### src/rtl/sound_vol_env_multi.sv
// sound_vol_env_multi
//   NUM_CH independent volume envelope engines sharing one 64 Hz envelope tick.
//   Each engine loads its start volume on start, then steps the volume up or
//   down once every P ticks (P = live num_envelope_sweeps). The volume saturates
//   at 0 / max. When a step is attempted beyond that limit, the engine raises
//   env_done and stops until the next start.
//
// Ports:
//   clk                  system clock
//   rst                  synchronous reset, active-high
//   clk_vol_env          envelope tick, one clk wide, shared by all channels
//   start[NUM_CH]        per-channel trigger, one clk wide
//   initial_volume       per-channel start volume, channel i at [i*VOL_W +: VOL_W]
//   envelope_increasing  per-channel direction, 1 = up
//   num_envelope_sweeps  per-channel period in ticks, channel i at [i*PER_W +: PER_W]; 0 = disabled
//   target_vol           per-channel current volume (registered)
//   env_done             per-channel flag, envelope hit its limit and stopped
//   dac_en               per-channel DAC power (combinational from live inputs)
module sound_vol_env_multi #(
  parameter int NUM_CH = 3,
  parameter int VOL_W  = 4,
  parameter int PER_W  = 3
) (
  input  logic                    clk,
  input  logic                    rst,
  input  logic                    clk_vol_env,
  input  logic [NUM_CH-1:0]       start,
  input  logic [NUM_CH*VOL_W-1:0] initial_volume,
  input  logic [NUM_CH-1:0]       envelope_increasing,
  input  logic [NUM_CH*PER_W-1:0] num_envelope_sweeps,
  output logic [NUM_CH*VOL_W-1:0] target_vol,
  output logic [NUM_CH-1:0]       env_done,
  output logic [NUM_CH-1:0]       dac_en
);

  localparam logic [VOL_W-1:0] VOL_MAX = {VOL_W{1'b1}};

  genvar gi;
  generate
    for (gi = 0; gi < NUM_CH; gi++) begin : g_ch
      logic [VOL_W-1:0] init_vol;
      logic [PER_W-1:0] period;
      logic             increasing;

      logic [VOL_W-1:0] vol_reg, vol_next;
      logic [PER_W-1:0] timer_reg, timer_next;
      logic             done_reg, done_next;

      assign init_vol   = initial_volume[gi*VOL_W +: VOL_W];
      assign period     = num_envelope_sweeps[gi*PER_W +: PER_W];
      assign increasing = envelope_increasing[gi];

      always_comb begin
        vol_next   = vol_reg;
        timer_next = timer_reg;
        done_next  = done_reg;
        if (start[gi]) begin
          // Start has priority over a coincident tick.
          vol_next   = init_vol;
          timer_next = period;
          done_next  = 1'b0;
        end else if (clk_vol_env && (period != '0) && !done_reg) begin
          if (timer_reg > PER_W'(1)) begin
            timer_next = timer_reg - PER_W'(1);
          end else begin
            // timer of 0 or 1 both mean "step now". A timer of 0 happens when
            // the period goes from disabled to nonzero, so the first tick after
            // that change steps immediately. The reload uses the live period.
            timer_next = period;
            if (increasing) begin
              if (vol_reg == VOL_MAX) done_next = 1'b1;
              else                    vol_next  = vol_reg + VOL_W'(1);
            end else begin
              if (vol_reg == '0) done_next = 1'b1;
              else               vol_next  = vol_reg - VOL_W'(1);
            end
          end
        end
      end

      always_ff @(posedge clk) begin
        if (rst) begin
          vol_reg   <= '0;
          timer_reg <= '0;
          done_reg  <= 1'b0;
        end else begin
          vol_reg   <= vol_next;
          timer_reg <= timer_next;
          done_reg  <= done_next;
        end
      end

      assign target_vol[gi*VOL_W +: VOL_W] = vol_reg;
      assign env_done[gi]                  = done_reg;
      // The DAC stays powered unless the channel is set to fade down from silence.
      assign dac_en[gi]                    = (init_vol != '0) || increasing;
    end
  endgenerate

endmodule

### config.mk
export PLATFORM = sky130hd
export DESIGN_NAME = sound_vol_env_multi
export DESIGN_NICKNAME = d
export VERILOG_FILES = /design/src/rtl/sound_vol_env_multi.sv
export SDC_FILE = /design/constraint.sdc
export NUM_CORES = 1
export LEC_CHECK = 0
export BUFFER_PORTS_ARGS = -buffer_cell sky130_fd_sc_hd__buf_2
export CORE_MARGIN = 1
export CORE_UTILIZATION = 35
export DETAILED_ROUTE_END_ITERATION = 16
export GPL_TIMING_DRIVEN = 0
export PLACE_DENSITY_LB_ADDON = 0.2
export SYNTH_ARGS = -nofsm -noshare
export SYNTH_HDL_FRONTEND = slang
export SYNTH_SLANG_ARGS = --single-unit
### constraint.sdc
create_clock -name clk -period 2.1 [get_ports clk]
set_input_delay 0.63 -clock clk [delete_from_list [all_inputs] [get_ports clk]]
set_output_delay 0.63 -clock clk [all_outputs]
set_load 0.02 [all_outputs]
==> results by group, run 1 <==
Outcome
  • Status: finished, violations left
  • Failing checks: DRC

Global routing
  • Initial antenna violation count: 0
  • GR Overflow Total: 0
  • Grt met2 use: 21.36%
  • Met1 Track Usage GR: 21.96%
  • First-pass GRT wire length: 5.892 mm
  • Largest net degree at the start of global routing: 13
  • GRT Max-Usage Layer: met1
  • Gr usage total: 14.54%
  • Vias in the first global route: 1294
  • Met3 Track Usage GR: approximately 1.9%

Yosys
  • Top_reg_cell synth: dfxtp_1
  • Count leader, synth: dfxtp_1
  • Syn nets: approximately 240
  • Post-synthesis register bit count: 24
  • Most common library cells after synthesis: dfxtp_1 (24), nor2_1 (19), inv_1 (14)
  • Top cells by area, synth: dfxtp_1 (29%), ha_1 (8.3%), mux2i_1 (5.5%), a211oi_1 (5.0%), nor2_1 (4.3%)
  • Share of flip-flops with an asynchronous set or reset: 0%
  • Share of the synthesized area in the top cell type: approximately 29%
  • Cell Area, Synth: 1650 sq um
  • Syn_area_per_cell: 8.463 sq um
  • Yosys cell types: 42
  • Mapped Cells: 195
  • Number of synthesized flops with an enable pin: 0
  • Largest area contributor in the netlist: dfxtp_1
  • Yosys warnings: 0
  • Sequential area share after synthesis: 29.11%

Setup path
  • Worst R2R Start: g_ch[2].vol_reg[0]
  • Worst Setup Start Kind: primary input
  • Critical Path AT: 2.16 ns
  • Worst r2r dst: g_ch[2].vol_reg[3]
  • Worst setup startpoint: envelope_increasing[2]
  • Reg2Reg Depth: 6
  • Crit-path max FO: 5
  • WP data required: 2.27 ns
  • Flop2flop setup slack: about 0.15 ns
  • Crit Path Class: primary input to flip-flop
  • Endpoint class of the critical path: flip-flop

Die
  • Core area: 4444 sq um
  • DIE HEIGHT: 70.67 um
  • Die X: 70.67 um
  • DIE AREA: 4994 sq um
  • Ports: 48
  • Initial Utilization: 37.13%
  • Row count: 24

STA
  • Slew margin rel.: 63.22%
  • Final Max Tran Viols: 0
  • Tcrit/Tclk final: 95.03%
  • Final setup vio count: 0
  • Post-layout min period: 1.996 ns
  • Post-Route Skew: between 0.001 and 0.0015 ns
  • Fmax: 0.5011 GHz
  • Worst slew pin tran: 0.5516 ns
  • Setup slack after layout: about 0.10 ns
  • Final hold slack: 0.4768 ns
  • RSZ-0062 raised after global routing: false
  • Final Hold Violating Endpoints: 0

Drt
  • Routed wire length: between 3 and 4 mm
  • DR vias: 1578
  • Detail Route Antenna Nets: 0
  • Pre-antenna DRT Iters: 10
  • DRT iter0 DRCs: 100
  • DR WL/cell: roughly 12 um
  • DRC: 2
  • Vias per cell: about 5.3

CTS
  • H-tree depth: 1
  • CTS clock-pin slew for the worst setup and hold paths: 0.09 ns
  • CTS Buffer Depth: 2
  • Clock Tree Root: clkbuf_8
  • Clock Latency Late Sink: 0.27 ns
  • Cts bufs inserted: 3
  • Num Clock Sinks: 24
  • CTS Hold Buffers Added: 0
  • TritonCTS clock tree: yes

Finish
  • Filler cells: about 450
  • Nets: 291
  • Ant. Diodes: 0
  • Largest register FFs: 12
  • Layout cells sized above 1: around 28%
  • Area Overhead vs Synth: 22.06%

Place
  • Gpl congestion: about 0.83
  • Place WS: -0.2341 ns
  • HPWL Detailed: about 2.8 mm
  • Buffers on Ports: 44

Worst hold path
  • Hold path start: g_ch[0].timer_reg[1]
  • Worst hold-check path type: flip-flop to flip-flop
  • Hold Path Sink: g_ch[0].timer_reg[1]
  • Hold Crit Depth: 2

Power and ir drop
  • VDD IR max: slightly below 300 uV
  • Leakage power: between 0.0009 and 0.001 uW
  • Power per cell area: slightly above 600 nW/um^2

Run
  • MaxCap Viol Count: 0
==> cells by family after synthesis <==
logic type,Yosys count,share of synthesized area [%]
AO/OA/AOI/OAI,52,21.38
XOR/XNOR,9,4.776
multiplexers,9,5.459
buffers and inverters,23,6.444
AND/OR/NAND/NOR,64,20.85
flip-flops,24,29.11
adder cells (fa/ha/maj),14,11.98
==> layer usage <==
layer  part of all wire [%]  wire, um
met5                      0         0
met4                    1.3        48
met2                     45      1629
met3                    3.3       120
met1                     51      1841
==> power by group <==
| group | internal [uW] | switching, uW | leakage (uW) |
|---|---|---|---|
| Clock | 129 | 153 | 0.0000216 |
| Sequential | 497 | 45.6 | 0.000199 |
| Combinational | 182 | 212 | 0.000694 |
==> layout make-up <==
type | count | area [sq um] | share of cell area (%)
buffer | 9 | 53.80 | 2.671
clock buffer | 3 | 41.29 | 2.050
inverter | 14 | 56.30 | 2.795
multi-input combinational | 148 | 1074 | 53.29
sequential | 24 | 481.7 | 23.91
tap | 52 | 65.06 | 3.230
timing repair buffer | 47 | 242.7 | 12.05
==> worst max-delay path, stage by stage <==
cell        delay (ns)
buf_2             0.11
clkinvlp_4        0.13
ha_1              0.30
a21o_2            0.20
a21oi_1           0.17
xnor2_1           0.16
a211oi_1          0.11
a2111oi_2         0.34
==> cell usage in the layout, fill, tap and decap left out, types with 4 or more instances in the layout <==
master	n
buf_2	44
dfxtp_1	23
nor2_1	19
inv_1	11
a211oi_1	11
ha_1	11
nand2_1	10
o21ai_0	10
mux2i_1	9
a21oi_1	9
nor3_1	7
nand3b_1	6
buf_4	6
a31oi_1	5
xor2_1	5
xnor2_1	4
==> repair_timing <==
action / CTS / global route
setup endpoints to repair: 0 / 3
resized for setup: 0 / 6
setup buffers: 0 / 3
==> per-stage QoR <==
| stage | instance area (sq um) | util [%] | setup TNS, ns | total power [uW] | std cells |
|---|---|---|---|---|---|
| 5_1_grt | 2014 | 45.33 | 0 | 1303 | 297 |
| 2_1_floorplan | 1650 | - | 0 | 830.2 | 195 |
| 3_3_place_gp | 1936 | 43.55 | -0.8705 | 939.3 | 291 |
| 3_5_place_dp | 1936 | 43.55 | -0.8309 | 940.3 | 291 |
| 6_report | 2014 | 45.33 | 0 | 1218 | 297 |
| 4_1_cts | 1977 | 44.48 | 0 | 1221 | 294 |
==> worst max path at each step <==
stage | endpoint | slack, ns | cells past startpoint
2_1_floorplan | g_ch[2].vol_reg[3] | 0.03 | 7
3_3_place_gp | g_ch[2].vol_reg[3] | -0.25 | 7
3_5_place_dp | g_ch[2].vol_reg[3] | -0.23 | 7
4_1_cts | g_ch[2].vol_reg[3] | 0.05 | 7
5_1_grt | g_ch[2].vol_reg[3] | 0.003 | 8
6_report | g_ch[2].vol_reg[3] | 0.10 | 8
(Power assumes the default switching activity.)
==> run 2, diff against run 1 <==
--- a/config.mk
+++ b/config.mk
@@ -11,6 +11,7 @@
 export DETAILED_ROUTE_END_ITERATION = 16
 export GPL_TIMING_DRIVEN = 0
 export PLACE_DENSITY_LB_ADDON = 0.2
+export RECOVER_POWER = 25
 export SYNTH_ARGS = -nofsm -noshare
 export SYNTH_HDL_FRONTEND = slang
 export SYNTH_SLANG_ARGS = --single-unit
==> run 2 against run 1 <==
Against the previous run: the flow still finishes with violations (DRC); wire length fell by 0.96%; clock power is 1% lower; flip-flop and latch count is the same; power down 0.62%; sequential power about the same; sequential share of layout area rose by 0.10 points; final cell count did not move; critical path depth unchanged; via count fell by 0.76%; clock-buffer cell count is the same; setup slack about the same; cell area fell by 0.43%; critical endpoint unchanged; largest power group unchanged; highest routed layer unchanged.
==> results by group, run 2 (synthesis gave the netlist of run 1 again) <==
Outcome
  • Status: finished, violations left (unchanged)
  • Failing checks: DRC (unchanged)

Power and ir drop
  • Switching share of power: 33.57% (was 33.73%)
  • Tot Pwr: 1211 uW (was 1218 uW)
  • Comb pwr share: 32.3% (was 32.4%)
  • Seq pwr share: 44.8% (was 44.5%)
  • VDD IR max: 281.1 uV (was 288.6 uV)
  • Leakage power: 0.0008892 uW (was 0.0009143 uW)
  • Power per cell area: 603.6 nW/um^2 (was 604.7 nW/um^2)
  • Clk pwr share: 22.9% (was 23.1%)
  • Sw Pwr: 406.4 uW (was 410.9 uW)
  • Int Pwr: 804.2 uW (was 807.3 uW)

Die
  • DIE HEIGHT: 70.67 um (unchanged)
  • Row count: 24 (unchanged)
  • Die X: 70.67 um (unchanged)
  • Core area: 4444 sq um (unchanged)
  • DIE AREA: 4994 sq um (unchanged)
  • Ports: 48 (unchanged)
  • Initial Utilization: 37.13% (unchanged)

Setup path
  • Crit Path Class: primary input to flip-flop (unchanged)
  • Endpoint class of the critical path: flip-flop (unchanged)
  • Critical Path AT: 2.16 ns (about the same)
  • WP data required: 2.27 ns (about the same)
  • Crit-path max FO: 5 (unchanged)
  • Worst Setup Start Kind: primary input (unchanged)

Global routing
  • First-pass GRT wire length: 5.892 mm (unchanged)
  • Initial antenna violation count: 0 (unchanged)
  • Vias in the first global route: 1294 (unchanged)
  • GR Overflow Total: 0 (unchanged)
  • Largest net degree at the start of global routing: 13 (unchanged)
  • Gr usage total: 14.54% (unchanged)

CTS
  • CTS Hold Buffers Added: 0 (unchanged)
  • Clock Tree Root: clkbuf_8 (unchanged)
  • H-tree depth: 1 (unchanged)
  • Num Clock Sinks: 24 (unchanged)
  • TritonCTS clock tree: yes (unchanged)
  • CTS Buffer Depth: 2 (unchanged)
  • Cts bufs inserted: 3 (unchanged)
  • CTS clock-pin slew for the worst setup and hold paths: 0.09 ns (about the same)
  • Clock Latency Late Sink: 0.27 ns (about the same)

Place
  • Buffers on Ports: 44 (unchanged)
  • Place WS: -0.2341 ns (unchanged)
  • Gpl congestion: 0.8283 (unchanged)
  • HPWL Detailed: 2.781 mm (unchanged)
  • Inst Count DP: 291 (unchanged)

STA
  • Setup slack after layout: 0.1042 ns (was 0.1045 ns)
  • Slew margin rel.: 63.70% (was 63.22%)
  • RSZ-0062 raised after global routing: false (unchanged)
  • Worst slew pin tran: 0.5445 ns (was 0.5516 ns)
  • Fmax: 0.5010 GHz (was 0.5011 GHz)
  • Post-layout min period: 1.996 ns (about the same)
  • Tcrit/Tclk final: 95.04% (was 95.03%)
  • Post-Route Skew: 0.003574 ns (was 0.001259 ns)
  • Final Max Tran Viols: 0 (unchanged)
  • Final setup vio count: 0 (unchanged)
  • Final Hold Violating Endpoints: 0 (unchanged)

Drt
  • DRT iter0 DRCs: 76 (was 100)
  • Met1 Wirelength: 1.811 mm (was 1.841 mm)
  • Met3 wire length: 128 um (was 120 um)
  • Routed wire length: 3.604 mm (was 3.639 mm)
  • DR WL/cell: 12.13 um (was 12.25 um)
  • Pre-antenna DRT Iters: 10 (unchanged)
  • Max layer used: met4 (unchanged)
  • Vias per cell: 5.273 (was 5.313)
  • DR vias: 1566 (was 1578)
  • Detail Route Antenna Nets: 0 (unchanged)
  • DRC: 2 (unchanged)
  • DR WL met2: 1.616 mm (was 1.629 mm)

Finish
  • FF+latch area: 481.7 sq um (unchanged)
  • Multi-input gate area: 1074 sq um (unchanged)
  • Final Non-Filler Cells: 297 (unchanged)
  • Ant. Diodes: 0 (unchanged)
  • Most frequent cells in the layout: buf_2 (37), dfxtp_1 (23), nor2_1 (19) (was buf_2 (44), dfxtp_1 (23), nor2_1 (19))
  • Largest register FFs: 12 (unchanged)
  • Layout cells sized above 1: 24.90% (was 27.76%)
  • Filler cells: 458 (was 454)
  • Final Util: 45.13% (was 45.33%)
  • Most common cell after layout, fill and taps aside: buf_2 (unchanged)
  • Area Overhead vs Synth: 21.53% (was 22.06%)
  • Nets: 291 (unchanged)

Worst hold path
  • Worst hold-check path type: flip-flop to flip-flop (unchanged)

Run
  • MaxCap Viol Count: 0 (unchanged)
-- run 2: changes by cell type in the layout (fill, tap and decap cells not counted), sizes merged --
cell,delta
buf,-7
clkbuf,+7
-- run 2: per-stage QoR --
stage	TNS, ns	area, sq um	hold WS [ns]
global route	0	2006	0.4960
finish	0	2006	0.4761
global placement	-0.8705	1936	0.4611
CTS	0	1977	0.4787
floorplan	0	1650	0.4451
detailed placement	-0.8309	1936	0.4656
-- run 2: metal layers --
layer / vias to the layer above / track usage [%]
met4: 0 / 4.667
met1: 718 / 21.96
met3: 5 / 1.852
met2: 29 / 21.36
met5: - / 0
li1: 814 / -
-- run 2: area by class of cell --
cell class              count  area share, %
repair buffers             47          11.67
plain buffers               9          2.682
clock buffers               3          2.059
flip-flops and latches     24          24.02
well taps                  52          3.244
inverters                  14          2.807
multi-input cells         148          53.52
-- run 2: timing repair --
item,CTS,global route
gates resized for setup,0,6
setup endpoints to repair,0,3
buffers inserted,0,3
-- run 2: worst paths after layout --
kind	start	to	slack, ns	cells past startpoint
setup / recovery	envelope_increasing[2]	g_ch[2].vol_reg[3]	0.10	8
hold / removal	g_ch[0].timer_reg[1]	g_ch[0].timer_reg[1]	0.48	2
setup reg to reg	g_ch[2].vol_reg[0]	g_ch[2].vol_reg[3]	0.15	6
hold reg to reg	g_ch[0].timer_reg[1]	g_ch[0].timer_reg[1]	0.48	2
-- run 2: power groups by stage --
stage                     Sequential [uW]  Combinational (uW)  Clock (uW)
after detailed placement              553                 388           0
after global placement                553                 386           0
final                                 542                 391         277
after global routing                  551                 444         306
after CTS                             542                 389         290
after floorplan                       570                 260           0
-- run 2: critical path, cell delays in order --
cell and delay [ns]:
buf_2 0.11, clkinvlp_4 0.13, ha_1 0.30, a21o_2 0.20
a21oi_1 0.17, xnor2_1 0.16, a211oi_1 0.11, a2111oi_2 0.34
==> run 3, diff against run 2 <==
==> constraint.sdc (replaced) <==
create_clock -name clk -period 2.1 [get_ports clk]
set_input_delay 0.21 -clock clk [delete_from_list [all_inputs] [get_ports clk]]
set_output_delay 0.21 -clock clk [all_outputs]
set_load 0.02 [all_outputs]
==> run 3 against run 2 <==
Against the previous run: the flow still finishes with violations (DRC); sequential share of layout area rose by 0.38 points; critical path depth fell by 2; non-clock buffer count fell by 2; utilization fell by 0.70 points; die area did not move; flip-flop and latch count did not move; clock skew fell by 0.00068 ns; critical path type is now flip-flop to flip-flop; highest routed layer unchanged.
==> results by group, run 3 (synthesis gave the netlist of run 1 again) <==
Outcome
  • Status: finished, violations left (unchanged)
  • Failing checks: DRC (unchanged)

Global routing
  • First-pass GRT wire length: 5.892 mm (unchanged)
  • Largest net degree at the start of global routing: 13 (unchanged)
  • Gr usage total: 14.54% (unchanged)
  • Vias in the first global route: 1294 (unchanged)
  • GR Overflow Total: 0 (unchanged)
  • Initial antenna violation count: 0 (unchanged)

Drt
  • Routed wire length: 3.585 mm (was 3.604 mm)
  • Vias per cell: 5.275 (was 5.273)
  • DRC: 2 (unchanged)
  • DRT iter0 DRCs: 70 (was 76)
  • Pre-antenna DRT Iters: 10 (unchanged)
  • DR vias: 1556 (was 1566)
  • Detail Route Antenna Nets: 0 (unchanged)
  • DR WL/cell: 12.15 um (was 12.13 um)

CTS
  • Num Clock Sinks: 24 (unchanged)
  • CTS Hold Buffers Added: 0 (unchanged)
  • Clock Tree Root: clkbuf_8 (unchanged)
  • CTS Buffer Depth: 2 (unchanged)
  • CTS clock-pin slew for the worst setup and hold paths: 0.09 ns (about the same)
  • H-tree depth: 1 (unchanged)
  • Clock Latency Late Sink: 0.27 ns (about the same)
  • TritonCTS clock tree: yes (unchanged)
  • Cts bufs inserted: 3 (unchanged)

Place
  • Place WS: 0.1186 ns (was -0.2341 ns)
  • Inst Count DP: 291 (unchanged)
  • Gpl congestion: 0.8283 (unchanged)
  • Buffers on Ports: 44 (unchanged)
  • HPWL Detailed: 2.781 mm (unchanged)
  • Post-DP Area: 1936 sq um (unchanged)

Setup path
  • Crit-path max FO: 6 (was 5)
  • CP max-delay cell: or4_1 (was a2111oi_2)
  • Max stage delay on crit path: 0.51 ns (was 0.34 ns)
  • Critical Path AT: 2.12 ns (was 2.16 ns)
  • Critical path buffers and inverters: 1 (was 2)
  • Endpoint class of the critical path: flip-flop (unchanged)
  • Cell chain of the critical path: or4_1, mux2i_1, and3b_1, buf_6, and4_4, a2111oi_2 (was buf_2, clkinvlp_4, ha_1, a21o_2, a21oi_1, xnor2_1, a211oi_1, a2111oi_2)
  • WP data required: 2.26 ns (was 2.27 ns)
  • Crit Path Class: flip-flop to flip-flop (was primary input to flip-flop)
  • Critical path's top delay family: simple AND/OR/NAND/NOR gates (was compound AO/OA/AOI/OAI gates)
  • Worst R2R Start: g_ch[2].vol_reg[1] (was g_ch[2].vol_reg[0])
  • Worst Setup Start Kind: flip-flop (was primary input)
  • Worst setup startpoint: g_ch[2].vol_reg[1] (was envelope_increasing[2])

Finish
  • Layout cells sized above 1: 21.40% (was 24.90%)
  • Nets: 289 (was 291)
  • Area Overhead vs Synth: 19.64% (was 21.53%)
  • Design area: 1974 sq um (was 2006 sq um)
  • Ant. Diodes: 0 (unchanged)
  • Most common cell after layout, fill and taps aside: buf_2 (unchanged)
  • Final Non-Filler Cells: 295 (was 297)
  • Filler cells: 460 (was 458)
  • Largest register FFs: 12 (unchanged)
  • Most frequent cells in the layout: buf_2 (35), dfxtp_1 (23), nor2_1 (19) (was buf_2 (37), dfxtp_1 (23), nor2_1 (19))
  • Final Util: 44.43% (was 45.13%)

Worst hold path
  • Hold path start: initial_volume[2] (was g_ch[0].timer_reg[1])
  • Worst hold-check path type: primary input to flip-flop (was flip-flop to flip-flop)

Run
  • MaxCap Viol Count: 0 (unchanged)

Die
  • Core area: 4444 sq um (unchanged)
  • DIE AREA: 4994 sq um (unchanged)
  • Initial Utilization: 37.13% (unchanged)
  • Die X: 70.67 um (unchanged)
  • Ports: 48 (unchanged)
  • Row count: 24 (unchanged)
  • DIE HEIGHT: 70.67 um (unchanged)

STA
  • Final Max Tran Viols: 0 (unchanged)
  • Setup slack after layout: 0.1483 ns (was 0.1042 ns)
  • Fmax: 0.5124 GHz (was 0.5010 GHz)
  • Final setup vio count: 0 (unchanged)
  • Slew margin rel.: 48.33% (was 63.70%)
  • Post-Route Skew: 0.002898 ns (was 0.003574 ns)
  • Post-layout min period: 1.952 ns (was 1.996 ns)
  • Tcrit/Tclk final: 92.94% (was 95.04%)
  • Setup TNS Final: 0 ns (unchanged)
  • RSZ-0062 raised after global routing: false (unchanged)
  • Final Hold Violating Endpoints: 0 (unchanged)
  • Worst slew pin tran: 0.7734 ns (was 0.5445 ns)

Power and ir drop
  • Power per cell area: 612.0 nW/um^2 (was 603.6 nW/um^2)
  • Leakage power: 0.0008763 uW (was 0.0008892 uW)
  • VDD IR max: 289.0 uV (was 281.1 uV)
run 3: timing repair:
| item | CTS | global route |
|---|---|---|
| endpoints found under the setup margin | 0 | 1 |
| buffers inserted | 0 | 1 |
| gates resized for setup | 0 | 1 |
run 3: final timing paths:
| check | to | slack [ns] | cells past startpoint |
|---|---|---|---|
| max | g_ch[2].vol_reg[3] | 0.15 | 6 |
| min | g_ch[0].vol_reg[2] | 0.19 | 3 |
| max reg2reg | g_ch[2].vol_reg[3] | 0.15 | 6 |
| min reg2reg | g_ch[0].timer_reg[1] | 0.48 | 2 |
run 3: where the power goes:
group | internal, uW | switching (uW) | total [uW]
Combinational | 175 | 210 | 386
Clock | 128 | 152 | 280
Sequential | 497 | 45.8 | 542
Total | 801 | 408 | 1210
run 3: final cells by class:
class,count,area [sq um],area share [%]
buffer,9,53.80,2.725
clock buffer,3,41.29,2.091
inverter,14,52.55,2.662
multi-input combinational,148,1064,53.87
sequential,24,481.7,24.40
tap,52,65.06,3.295
timing repair buffer,45,216.5,10.96
run 3: worst register-to-register path: cells and delay by family (launching register included):
family,cells,cell delay [ns]
AND/OR/NAND/NOR,3,0.89
flip-flops,1,0.37
AO/OA/AOI/OAI,1,0.27
multiplexers,1,0.19
buffers and inverters,1,0.13
run 3: metrics by stage:
step                      power [uW]  hold slack, ns
after floorplan                830.2          0.2893
after global routing            1295          0.2083
after global placement         939.3          0.4611
final                           1208          0.1924
after CTS                       1221          0.1971
after detailed placement       940.3          0.4656
run 3: metal layers:
layer  track usage, %  wire (um)
met1            21.96       1844
met2            21.36       1563
met3            1.852        129
met4            4.667         48
met5                0          0
